==> src/rtl/opcode_encoder_if.sv <==
// Request/response handshake bundle between the op-request source, the encoder and the decoder.
// The request side carries one-hot ops; the response side carries the encoded 4-bit select.
interface opcode_encoder_if;
    logic        in_valid;
    logic        in_ready;
    logic [11:0] in_op;
    logic        out_valid;
    logic        out_ready;
    logic [3:0]  sel;

    modport master (
        output in_valid, in_op, out_ready,
        input  in_ready, out_valid, sel
    );

    modport slave (
        input  in_valid, in_op, out_ready,
        output in_ready, out_valid, sel
    );
endinterface

==> src/rtl/opcode_encoder.sv <==
// One-hot op request to 4-bit ALU select encoder with a small output FIFO.
// Malformed (not exactly one-hot) requests are consumed, flagged and counted.
module opcode_encoder #(
    parameter int unsigned DEPTH = 4,
    parameter int unsigned CNT_W = 8
) (
    input  logic                     clk,
    input  logic                     rst_n,
    opcode_encoder_if.slave          bus,
    output logic                     err,
    output logic [CNT_W-1:0]         err_cnt,
    output logic [$clog2(DEPTH):0]   level
);
    localparam int unsigned PtrW = $clog2(DEPTH);
    localparam int unsigned LvlW = PtrW + 1;

    logic [3:0]      mem_q [DEPTH];
    logic [PtrW-1:0] wr_ptr_q, wr_ptr_d;
    logic [PtrW-1:0] rd_ptr_q, rd_ptr_d;
    logic [LvlW-1:0] level_q, level_d;
    logic [3:0]      sel_q, sel_d;
    logic            err_q, err_d;
    logic [CNT_W-1:0] err_cnt_q, err_cnt_d;

    logic [3:0] code;
    logic       one_hot;
    logic       take, push, pop;
    logic [3:0] head_d;

    always_comb begin
        code = 4'b0000;
        case (bus.in_op)
            12'h001: code = 4'b0000;
            12'h002: code = 4'b0001;
            12'h004: code = 4'b0010;
            12'h008: code = 4'b0011;
            12'h010: code = 4'b0100;
            12'h020: code = 4'b0101;
            12'h040: code = 4'b0110;
            12'h080: code = 4'b1000;
            12'h100: code = 4'b1001;
            12'h200: code = 4'b1010;
            12'h400: code = 4'b1011;
            12'h800: code = 4'b1111;
            default: code = 4'b0000;
        endcase
    end

    // Exactly one bit set: non-zero and clearing the lowest set bit leaves nothing.
    assign one_hot = (|bus.in_op) && ~|(bus.in_op & (bus.in_op - 12'd1));

    assign bus.in_ready  = (level_q != LvlW'(DEPTH));
    assign bus.out_valid = (level_q != '0);
    assign bus.sel       = sel_q;
    assign err           = err_q;
    assign err_cnt       = err_cnt_q;
    assign level         = level_q;

    assign take = bus.in_valid && bus.in_ready;
    assign push = take && one_hot;
    assign pop  = bus.out_valid && bus.out_ready;

    always_comb begin
        wr_ptr_d  = wr_ptr_q + (push ? PtrW'(1) : PtrW'(0));
        rd_ptr_d  = rd_ptr_q + (pop ? PtrW'(1) : PtrW'(0));
        level_d   = level_q;
        unique case ({push, pop})
            2'b10:   level_d = level_q + LvlW'(1);
            2'b01:   level_d = level_q - LvlW'(1);
            default: level_d = level_q;
        endcase
        err_d     = take && !one_hot;
        err_cnt_d = err_cnt_q;
        if (err_d && (err_cnt_q != {CNT_W{1'b1}})) begin
            err_cnt_d = err_cnt_q + CNT_W'(1);
        end
        // The incoming code becomes head when the FIFO drains to it this cycle.
        head_d = (push && (wr_ptr_q == rd_ptr_d)) ? code : mem_q[rd_ptr_d];
        sel_d  = (level_d != '0) ? head_d : sel_q;
    end

    always_ff @(posedge clk or negedge rst_n) begin
        if (!rst_n) begin
            wr_ptr_q  <= '0;
            rd_ptr_q  <= '0;
            level_q   <= '0;
            sel_q     <= 4'b0000;
            err_q     <= 1'b0;
            err_cnt_q <= '0;
        end else begin
            wr_ptr_q  <= wr_ptr_d;
            rd_ptr_q  <= rd_ptr_d;
            level_q   <= level_d;
            sel_q     <= sel_d;
            err_q     <= err_d;
            err_cnt_q <= err_cnt_d;
        end
    end

    always_ff @(posedge clk) begin
        if (push) begin
            mem_q[wr_ptr_q] <= code;
        end
    end
endmodule

==> src/flat_wrapper.sv <==
// flat-port wrapper written by rule: the top's interface ports become plain ports
module opcode_encoder_flat 
#(
    parameter int unsigned DEPTH = 4,
    parameter int unsigned CNT_W = 8
)
  (clk, rst_n, err, err_cnt, level, bus_in_valid, bus_in_op, bus_out_ready, bus_in_ready, bus_out_valid, bus_sel);
  opcode_encoder_if bus_i ();
  input  logic clk;
  input  logic rst_n;
  output logic err;
  output logic [CNT_W-1:0] err_cnt;
  output logic [$clog2(DEPTH):0] level;
  input wire logic [$bits(bus_i.in_valid)-1:0] bus_in_valid;
  input wire logic [$bits(bus_i.in_op)-1:0] bus_in_op;
  input wire logic [$bits(bus_i.out_ready)-1:0] bus_out_ready;
  output wire logic [$bits(bus_i.in_ready)-1:0] bus_in_ready;
  output wire logic [$bits(bus_i.out_valid)-1:0] bus_out_valid;
  output wire logic [$bits(bus_i.sel)-1:0] bus_sel;
  assign bus_i.in_valid = bus_in_valid;
  assign bus_i.in_op = bus_in_op;
  assign bus_i.out_ready = bus_out_ready;
  assign bus_in_ready = bus_i.in_ready;
  assign bus_out_valid = bus_i.out_valid;
  assign bus_sel = bus_i.sel;
  opcode_encoder #(.DEPTH(DEPTH), .CNT_W(CNT_W)) u_core (.clk(clk), .rst_n(rst_n), .bus(bus_i), .err(err), .err_cnt(err_cnt), .level(level));
endmodule
==> config.mk <==
export PLATFORM = sky130hd
export DESIGN_NAME = opcode_encoder_flat
export DESIGN_NICKNAME = d
export VERILOG_FILES = /design/src/rtl/opcode_encoder_if.sv /design/src/rtl/opcode_encoder.sv /design/src/flat_wrapper.sv
export SDC_FILE = /design/constraint.sdc
export NUM_CORES = 1
export LEC_CHECK = 0
export ABC_AREA = 1
export BUFFER_PORTS_ARGS = -buffer_cell sky130_fd_sc_hd__buf_2
export CELL_PAD_IN_SITES_DETAIL_PLACEMENT = 1
export CELL_PAD_IN_SITES_GLOBAL_PLACEMENT = 1
export CORE_MARGIN = 4
export CORE_UTILIZATION = 35
export CTS_BUF_LIST = sky130_fd_sc_hd__clkbuf_16
export CTS_CLUSTER_DIAMETER = 120
export CTS_CLUSTER_SIZE = 25
export DETAILED_ROUTE_END_ITERATION = 7
export PLACE_DENSITY = 0.79
export SYNTH_ARGS = -nofsm -noshare
export SYNTH_HDL_FRONTEND = slang
export SYNTH_SLANG_ARGS = --single-unit
export TNS_END_PERCENT = 20
==> constraint.sdc <==
create_clock -name clk -period 2.4 [get_ports clk]
set_input_delay 0.48 -clock clk [delete_from_list [all_inputs] [get_ports clk]]
set_output_delay 0.48 -clock clk [all_outputs]
set_load 0.02 [all_outputs]
==> results by group <==
CTS
  – CTS buffer count: 5
  – CTS tree: done
  – Clk buf depth: 2
  – Root buffer cell: clkbuf_16
  – H-tree depth: 2
  – Clk pin slew, worst setup/hold paths: 0.06 ns
  – Hold_buf cts: 0
  – Clock Sink Count: 36
  – Clock Latency Late Sink: 0.28 ns

Die
  – # rows: 29
  – Die area: roughly 8000 um^2
  – Num ports: 34
  – Die height: approximately 90 um
  – Initial core utilization: 0.3631
  – Core area: 6422 um^2
  – Die Wd: 89.63 um

Timing
  – Final setup viols: 14
  – Rel. slew slack: 0.6667
  – Post-layout minimum cycle time: 2.937 ns
  – Fin worst setup slack: -0.5372 ns
  – RSZ-0062 raised after global routing: yes
  – Tcrit/Tclk final: 1.224
  – Final setup skew: 0.008187 ns
  – Achievable Freq: 340.5 MHz
  – Max Slew Vio Count: 0
  – Worst slew pin tran: 0.5000 ns
  – Hold Fails Final Rpt: 0

GRT
  – Vias in the first global route: 2581
  – First-pass GRT wire length: ~13000 um
  – Largest net degree at the start of global routing: 21
  – Gr usage total: 0.2128
  – Total gr overflow: 0
  – Initial antenna violation count: 0

Finish
  – Storage cell area: a little under 1000 um^2
  – Fill count: around 810
  – Diodes inserted: 0
  – Nets@finish: 411
  – Most frequent cells in the layout: buf_4, nand2_1, nor2_1
  – Most common cell after layout, fill and taps aside: buf_4
  – Area Overhead vs Synth: 42.65%
  – Layout cells sized above 1: 0.4169
  – Fin util: 0.5180
  – Multi-input logic area: 1336 um^2

Synth
  – Cell Area, Synth: 2332 um^2
  – Yosys reg bits: 36
  – Cell count after synthesis: 293
  – Synth area leader: dfrtp_1
  – Area share of the largest cell type after synthesis: 0.2146
  – Seq/Total Area, Yosys: 0.4206
  – Main area contributors after synthesis: dfrtp_1, edfxtp_1, nand2_1
  – Mapped Nets: 314
  – Yosys warns: 0
  – Yosys cell types: 35
  – Synthesized area per cell: 7.960 um^2

Route
  – Drt total wl: 8367 um
  – Via count: 2394
  – Remaining antenna violation count: 0
  – WL/cell: around 18 um
  – Vias per cell: 5.115
  – Drt pass-1 iters: 4
  – Initial DRC count: slightly below 70
  – Post-route DRC: 0

Setup path
  – Reg2Reg Depth: 15
  – Crit end category: register
  – Capturing point of the worst reg2reg path: u_core.bus.sel[1]$_DFFE_PN0P_
  – Most common cell on crit path: nand2_4
  – R2R setup slack: -0.17 ns
  – Reg-to-reg startpoint: u_core.level[1]$_DFF_PN0_
  – Worst Setup Path Type: primary input to register
  – Max stage delay on crit path: about 0.36 ns
  – Crit path launch type: primary input
  – Worst EP arrival: about 3.2 ns
  – Worst-path fanout max: 6
  – Crit path from: bus_in_op[0]
  – Worst path required time: 2.62 ns
  – Crit-path cells: buf_8 > nor2_4 > nand2_4 > nor2_8 > inv_1 > o21ai_2 > nand3b_1 > nor2_2 > inv_2 > ha_4 > inv_4 > fa_2 > nor2_1 > nor2_2 > xor2_2 > nor3_2 > buf_4 > nand2_4 > nand2_4
  – Slowest cell on crit path: fa_2

Power
  – Leakage power: 1.657 nW
  – Maximum vdd drop: 350.9 uV
  – Final Power: ~3.3 mW
  – PwrDens: 991.6 nW/um^2

Min path
  – Min-delay worst type: primary input to async pin

Job
  – Max-cap violation count: 0

Placement
  – DP HPWL: 5092 um
  – GPL Wtd Cong: 0.8696
  – Port Buffer Count: 33

Status
  – Violated checks: negative setup slack
  – Status: finished with violations
-- power by group --
part / internal (mW) / switching [mW]
clock: 0.374 / 0.249
sequential: 0.779 / 0.144
combinational: 0.655 / 1.10
-- cells in the mapped netlist --
master,n
nor2_8,1
nor2_2,6
dfrtp_1,20
ha_1,4
xnor2_1,5
o21ai_0,5
nor2_4,4
buf_6,1
fa_1,1
nand2_4,2
o31ai_1,3
a21oi_1,3
buf_2,1
nand3_1,25
o21ai_1,1
nand3b_1,1
buf_8,1
or2_2,4
xor2_1,6
nand3_2,1
or3_1,1
nor2_1,42
nand2_1,68
o211ai_1,3
and3_1,2
nand4_1,8
nor3_1,7
nand2_2,11
and2_1,1
xor2_2,1
inv_1,33
o21ai_2,3
edfxtp_1,16
o311ai_0,1
clkinv_1,1
-- routing by layer --
metal | global-route usage | routed length (um) | part of all wire
met5 | 0 | 0 | 0
met4 | 0.1231 | 428 | 0.051
met3 | 0.02281 | 187 | 0.022
met2 | 0.4023 | 4630 | 0.55
met1 | 0.2255 | 3121 | 0.37
-- how the worst max path moves through the flow --
stage / to / cells past startpoint / slack, ns
finish: u_core.bus.sel[1]$_DFFE_PN0P_ / 19 / -0.54
global route: u_core.bus.sel[1]$_DFFE_PN0P_ / 19 / -0.68
CTS: u_core.bus.sel[1]$_DFFE_PN0P_ / 22 / -0.42
detailed placement: u_core.bus.sel[0]$_DFFE_PN0P_ / 22 / -0.75
global placement: u_core.bus.sel[0]$_DFFE_PN0P_ / 19 / -0.64
floorplan: u_core.bus.sel[0]$_DFFE_PN0P_ / 22 / -0.41
-- worst max-delay path, delay by kind of cell --
kind / cells / cell delay [ns]
and+or+nand+nor: 10 / 1.32
buffers and inverters: 5 / 0.51
xor gates and xnor gates: 1 / 0.16
AOI/OAI and AO/OA: 1 / 0.13
adders and majority gates: 2 / 0.51
-- kinds of logic after synthesis --
family                   synth area share
buffers and inverters             0.06813
adder cells (fa/ha/maj)           0.03004
XOR/XNOR                          0.04828
AO/OA/AOI/OAI                     0.05364
AND/OR/NAND/NOR                    0.3793
flip-flops                         0.4206
-- registers in the layout, indices dropped and copies added, names as in the netlist --
| name | cells |
|---|---|
| u_core.err | 1 |
| u_core.level | 3 |
| u_core.bus.sel | 4 |
| u_core.err_cnt | 8 |
| u_core.rd_ptr_q | 2 |
| u_core.wr_ptr_q | 2 |
| u_core.mem_q | 16 |
-- per-stage QoR --
step / setup TNS [ns] / hold WS [ns] / cells / cell area [um^2] / setup slack (ns)
CTS: -4.356 / 0.1619 / 466 / 3229 / -0.4162
global placement: -3.071 / 0.4573 / 442 / 2883 / -0.6407
detailed placement: -3.527 / 0.4569 / 442 / 2883 / -0.7482
global route: -7.774 / 0.2042 / 468 / 3327 / -0.6788
floorplan: -1.813 / 0.1844 / 293 / 2337 / -0.4144
finish: -5.982 / 0.1584 / 468 / 3327 / -0.5372
-- cell type report --
| type | count | area share |
|---|---|---|
| well taps | 77 | 0.02896 |
| flip-flops and latches | 36 | 0.2948 |
| repair buffers | 93 | 0.1944 |
| multi-input cells | 220 | 0.4017 |
| inverters | 34 | 0.03911 |
| clock inverters | 3 | 0.003385 |
| clock buffers | 5 | 0.03761 |
-- repair_timing --
item,4_1_cts,5_1_grt
buffers inserted,16,2
endpoints found under the setup margin,6,19
pin swaps,24,14
gates resized for setup,31,21
Power figures use the tool's default switching activity.
